`config.mk`:
```
export PLATFORM = sky130hd
export DESIGN_NAME = lcd_frame_streamer
export DESIGN_NICKNAME = d
export VERILOG_FILES = /design/src/rtl/lcd_frame_streamer_pkg.sv /design/src/rtl/lcd_frame_streamer_page_col_counter.sv /design/src/rtl/lcd_frame_streamer.sv
export SDC_FILE = /design/constraint.sdc
export NUM_CORES = 1
export LEC_CHECK = 0
export BUFFER_PORTS_ARGS = -buffer_cell sky130_fd_sc_hd__buf_2
export CORE_ASPECT_RATIO = 0.8
export CORE_MARGIN = 4
export CORE_UTILIZATION = 55
export DETAILED_ROUTE_END_ITERATION = 6
export GPL_TIMING_DRIVEN = 0
export PLACE_DENSITY = 0.75
export SLEW_MARGIN = 10
export SYNTH_ARGS = -nofsm -noshare
export SYNTH_HDL_FRONTEND = slang
export SYNTH_HIERARCHICAL = 1
export SYNTH_SLANG_ARGS = --single-unit
```
`constraint.sdc`:
```
create_clock -name clk -period 4.75 [get_ports clk]
set_clock_uncertainty 0.15 [all_clocks]
set_input_delay 0.2375 -clock clk [delete_from_list [all_inputs] [get_ports clk]]
set_output_delay 0.2375 -clock clk [all_outputs]
set_load 0.005 [all_outputs]
```
`src/rtl/lcd_frame_streamer_pkg.sv`:
```
// Shared LCD package: frame FSM encoding, tile geometry and tile byte selection.
// Imported by the frame streamer and by the LCD controller side.
package lcd_frame_streamer_pkg;

  localparam int TILE_W    = 8;
  localparam int BYTE_W    = 8;
  localparam int TILE_BITS = TILE_W * BYTE_W;

  typedef enum logic [1:0] {
    ST_IDLE   = 2'd0,
    ST_STREAM = 2'd1,
    ST_DONE   = 2'd2
  } frame_state_t;

  // Column sel of an 8x8 tile; tiling repeats every TILE_W columns.
  function automatic logic [BYTE_W-1:0] tile_byte(
    input logic [TILE_BITS-1:0] tile,
    input logic [2:0]           sel
  );
    logic [BYTE_W-1:0] b;
    case (sel)
      3'd0:    b = tile[7:0];
      3'd1:    b = tile[15:8];
      3'd2:    b = tile[23:16];
      3'd3:    b = tile[31:24];
      3'd4:    b = tile[39:32];
      3'd5:    b = tile[47:40];
      3'd6:    b = tile[55:48];
      3'd7:    b = tile[63:56];
      default: b = 8'h00;
    endcase
    return b;
  endfunction

endpackage

```
`src/rtl/lcd_frame_streamer_page_col_counter.sv`:
```
// Page-major column/page position counter for the frame streamer.
// Advances once per accepted byte; last flags the final byte of the frame.
module lcd_page_col_counter
  import lcd_frame_streamer_pkg::*;
#(
  parameter int COLS   = 128,
  parameter int PAGES  = 8,
  parameter int COL_W  = $clog2(COLS),
  parameter int PAGE_W = (PAGES > 1) ? $clog2(PAGES) : 1
) (
  input  logic              clk,
  input  logic              rst_n,
  input  logic              advance,
  output logic [COL_W-1:0]  col,
  output logic [PAGE_W-1:0] page,
  output logic              last
);

  localparam logic [COL_W-1:0]  COL_MAX  = COL_W'(COLS - 1);
  localparam logic [PAGE_W-1:0] PAGE_MAX = PAGE_W'(PAGES - 1);

  assign last = (col == COL_MAX) && (page == PAGE_MAX);

  // Column wraps into the next page; page wraps at the end of the frame.
  always_ff @(posedge clk) begin
    if (!rst_n) begin
      col  <= '0;
      page <= '0;
    end else if (advance) begin
      if (col == COL_MAX) begin
        col <= '0;
        if (page == PAGE_MAX) begin
          page <= '0;
        end else begin
          page <= page + PAGE_W'(1);
        end
      end else begin
        col <= col + COL_W'(1);
      end
    end
  end

endmodule

```
`src/rtl/lcd_frame_streamer.sv`:
```
// Streams an 8x8 tile pattern as page-major display bytes to the LCD controller,
// with automatic repeat and a pending tile that takes effect at frame boundaries.
module lcd_frame_streamer
  import lcd_frame_streamer_pkg::*;
#(
  parameter int COLS  = 128,
  parameter int PAGES = 8
) (
  input  logic                  clk,
  input  logic                  rst_n,
  input  logic                  load,
  input  logic [TILE_BITS-1:0]  input_data,
  input  logic                  repeat_en,
  input  logic                  en_tran,
  output logic [BYTE_W-1:0]     data_out,
  output logic                  data_valid,
  output logic                  busy,
  output logic                  frame_done
);

  localparam int COL_W  = $clog2(COLS);
  localparam int PAGE_W = (PAGES > 1) ? $clog2(PAGES) : 1;

  frame_state_t         state;
  logic [TILE_BITS-1:0] active_tile;
  logic [TILE_BITS-1:0] pending_tile;
  logic                 pending;
  logic                 accept;
  logic [COL_W-1:0]     col;
  logic [PAGE_W-1:0]    page;
  logic                 last;
  logic                 unused_pos;

  assign accept = (state == ST_STREAM) && data_valid && en_tran;

  lcd_page_col_counter #(
    .COLS   (COLS),
    .PAGES  (PAGES),
    .COL_W  (COL_W),
    .PAGE_W (PAGE_W)
  ) u_counter (
    .clk     (clk),
    .rst_n   (rst_n),
    .advance (accept),
    .col     (col),
    .page    (page),
    .last    (last)
  );

  // Only the low column bits pick the tile byte; the rest of the position is informational.
  assign unused_pos = ^{page, col[COL_W-1:3]};

  // Frame FSM with all outputs registered.
  always_ff @(posedge clk) begin
    if (!rst_n) begin
      state        <= ST_IDLE;
      active_tile  <= '0;
      pending_tile <= '0;
      pending      <= 1'b0;
      data_out     <= 8'h00;
      data_valid   <= 1'b0;
      busy         <= 1'b0;
      frame_done   <= 1'b0;
    end else begin
      case (state)
        ST_IDLE: begin
          frame_done <= 1'b0;
          if (load) begin
            active_tile <= input_data;
            data_out    <= tile_byte(input_data, 3'd0);
            data_valid  <= 1'b1;
            busy        <= 1'b1;
            state       <= ST_STREAM;
          end
        end

        ST_STREAM: begin
          if (load) begin
            pending_tile <= input_data;
            pending      <= 1'b1;
          end
          if (accept) begin
            if (last) begin
              data_valid <= 1'b0;
              frame_done <= 1'b1;
              state      <= ST_DONE;
            end else begin
              // Next column's low bits wrap naturally since COLS is a multiple of 8.
              data_out <= tile_byte(active_tile, col[2:0] + 3'd1);
            end
          end
        end

        ST_DONE: begin
          frame_done <= 1'b0;
          if (load) begin
            active_tile <= input_data;
            data_out    <= tile_byte(input_data, 3'd0);
            pending     <= 1'b0;
            data_valid  <= 1'b1;
            state       <= ST_STREAM;
          end else if (pending) begin
            active_tile <= pending_tile;
            data_out    <= tile_byte(pending_tile, 3'd0);
            pending     <= 1'b0;
            data_valid  <= 1'b1;
            state       <= ST_STREAM;
          end else if (repeat_en) begin
            data_out   <= tile_byte(active_tile, 3'd0);
            data_valid <= 1'b1;
            state      <= ST_STREAM;
          end else begin
            busy  <= 1'b0;
            state <= ST_IDLE;
          end
        end

        default: begin
          state      <= ST_IDLE;
          data_valid <= 1'b0;
          busy       <= 1'b0;
          frame_done <= 1'b0;
          pending    <= 1'b0;
        end
      endcase
    end
  end

endmodule

```
==> reports/metrics.yaml <==
floorplan:
  rows: 37
  start_util: 0.574
  coreArea_sq_um: 13100
  dieArea_sq_um: 15700
  dieHeight_um: 113
  die_w_um: 139
  boundaryPins: 80
logic_synthesis:
  synth_cell_types: 63
  synth-compound-area-share: 0.250
  synthAdderAreaFrac: 0.0133
  syn-num-nets: 971
  synthXorXnorAreaFrac: 0.00232
  synth_top_family_by_area: "compound AO/OA/AOI/OAI gates"
  synth_flop_cell: "dfxtp_1"
  netlist_area_sq_um: 7540
  syn_inst: 894
  synth_edf_count: 0
  yosys_warnings: 6
  synth_seq_cells: 152
  synth-simple-area-share: 0.222
  syn_area_per_cell_sq_um: 8.44
  synth_seq_area_share: 0.403
  synthMuxAreaShare: 0.0403
  async_flop_share: 0
pwr:
  power_density_nw_per_um2: 391
  switching_share: 0.300
  p_leak_nw: 3.55
  p_seq_frac: 0.417
  power.internal_mw: 2.56
  p_sw_mw: 1.10
  ir_drop_v: 0.000324
  power_frac_clock: 0.363
  comb_power_share: 0.220
sta:
  hold_viol_final: 0
  setup_tns_ns: 0
  tightest_slew_ns: 0.825
  fin_crit_sh: 0.530
  slew_headroom: 0.450
  fmax_ghz: 0.397
  setup_violations: 0
  min_period_ns: 2.52
  rsz0062_at_grt: "false"
  holdWs_ns: 0.0692
  maxSlewViolCount: 0
setup_path:
  r2r-start: "state[1]"
  critical_path_class: "register to register"
  critical_path_required_ns: 4.97
  crit_start: "state[1]"
  crit_path_start_kind: "register"
  endpoint_kind: "register"
  crit_fanout: 10
  crit_arrival_ns: 2.73
placement:
  io_buffers: 78
  dp_hpwl_um: 14900
  globalplace.congestion: 0.943
routing:
  routed_wl_um: 22300
  wire_per_inst_um: 17.9
  antenna_left: 0
  drc: 0
  vias: 7254
  avgViaCountPerCell: 5.85
  firstDrtPassIters: 6
  first_iter_violations: 650
global_routing:
  grt_util_all_layers: 0.284
  grt_max_degree: 17
  grt_pass1_vias: 6718
  grt_pass1_wl_um: 35700
  antenna_found_initial: 0
  grt_overflow: 0
layout:
  syn_to_final_growth_pct: 24.3
  n_antenna_cell: 0
  mostFrequentLayoutCell: "nand2_1"
  layout_common_cells: "274 x nand2_1, 152 x dfxtp_1, 107 x buf_2, 83 x nor2_1, 83 x a21oi_1"
  drive_above_1_share: 0.220
  nNetsFinal: 1133
  multiInputGateArea_sq_um: 3990
  regArea_sq_um: 3040
  nFillCells: 1029
clock_network:
  root_buffer: "clkbuf_16"
  cts_made_buffers: 17
  hold_buffers: 65
  post-cts-setup-buffer-count: 0
  cts_max_path_buffers: 2
  clock_latency_ns: 0.44
  clkSinkCount: 152
  cts_resized: 0
  htreeDepth: 4
  cts.clk_slew.worst_paths_ns: 0.06
  cts_tree: "done"
flow_run:
  drv_cap: 0
worst_hold_path:
  min_from: "repeat_en"
  hold_class: "input port to register"
run_status:
  outcome: "completed"
## through the flow
step / setup slack [ns] / total power, mW / cell area, sq um / cells / util
2_1_floorplan: 2.61 / 2.05 / 7540 / 894 / -
3_3_place_gp: 2.34 / 2.28 / 8150 / 1147 / 0.620
3_5_place_dp: 2.30 / 2.29 / 8150 / 1147 / 0.620
4_1_cts: 2.25 / 3.64 / 9370 / 1241 / 0.713
5_1_grt: 2.11 / 3.81 / 9370 / 1241 / 0.713
6_report: 2.23 / 3.66 / 9370 / 1241 / 0.713
## worst max-delay path, cell delays in order, from the launching register on
cell and delay, ns:
dfxtp_1 0.35, inv_1 0.13, ha_1 0.21, buf_2 0.25
buf_2 0.28, and3_1 0.31, inv_2 0.10, or4_1 0.52
a31oi_1 0.16
## cell type report
type                            count  area share
Clock inverter                      7      0.0101
Multi-Input combinational cell    657       0.426
Tap cell                          175      0.0234
Timing Repair Buffer              143       0.111
Sequential cell                   152       0.325
Inverter                           13     0.00521
Clock buffer                       22      0.0506
Buffer                             72      0.0494
## power by group through the flow
stage	Clock (mW)	Sequential [mW]	Combinational, mW
detailed placement	0	1.55	0.744
CTS	1.33	1.52	0.791
finish	1.33	1.53	0.807
global route	1.39	1.54	0.877
global placement	0	1.54	0.732
floorplan	0	1.50	0.553
## cell families after synthesis
| kind of cell | count (synthesis) |
|---|---|
| flops | 152 |
| mux | 30 |
| compound gates | 211 |
| buf+inv | 85 |
| simple gates | 406 |
| fa+ha+maj | 8 |
| xor+xnor | 2 |
## cells in the mapped netlist, types with 2 or more instances
cell / instances / share of area
and3_1: 2 / 0.0017
clkbuf_1: 20 / 0.010
mux2_2: 3 / 0.0045
o22a_1: 2 / 0.0023
o211ai_1: 3 / 0.0030
o32ai_1: 4 / 0.0046
a22oi_1: 2 / 0.0020
nand2_1: 274 / 0.14
nor3_1: 2 / 0.0013
o221a_1: 2 / 0.0030
or3_1: 3 / 0.0025
a2111oi_1: 3 / 0.0040
inv_1: 10 / 0.0050
a311oi_1: 9 / 0.010
a2bb2oi_2: 2 / 0.0040
dfxtp_1: 152 / 0.40
nand2b_1: 4 / 0.0033
nor2_1: 83 / 0.041
a2111oi_0: 3 / 0.0035
a311oi_2: 56 / 0.11
mux2i_1: 27 / 0.036
a211oi_1: 3 / 0.0030
o211a_1: 3 / 0.0040
xor2_1: 2 / 0.0023
ha_1: 8 / 0.013
nor2b_1: 3 / 0.0025
a21oi_1: 83 / 0.055
nor2b_4: 2 / 0.0037
buf_6: 11 / 0.016
buf_4: 8 / 0.0080
o221ai_1: 11 / 0.013
nand3_1: 16 / 0.011
buf_2: 29 / 0.019
o31ai_1: 4 / 0.0040
buf_12: 2 / 0.0053
nand3b_1: 3 / 0.0030
nor4_1: 3 / 0.0025
inv_2: 3 / 0.0015
and2_1: 2 / 0.0017
o21ai_0: 9 / 0.0060
## sequential cells by signal (all words and copies together), names as in the netlist
name	flops
data_valid	1
state	2
u_counter/page	3
busy	1
u_counter/col	7
frame_done	1
data_out	8
pending_tile	64
active_tile	64
pending	1
## layer usage
metal | vias up | global-route usage | wire (um)
met2 | 365 | 0.413 | 9460
li1 | 3456 | - | -
met1 | 3370 | 0.405 | 10100
met5 | - | 0 | 0
met4 | 0 | 0.121 | 713
met3 | 63 | 0.0651 | 1970
## final timing paths
| path | end | slack, ns | cells after the start |
|---|---|---|---|
| setup reg to reg | u_counter/col[5] | 2.23 | 8 |
| hold / removal | busy | 0.07 | 3 |
| setup / recovery | u_counter/col[5] | 2.23 | 8 |
| hold reg to reg | frame_done | 0.29 | 2 |
Power figures use the tool's default switching activity.
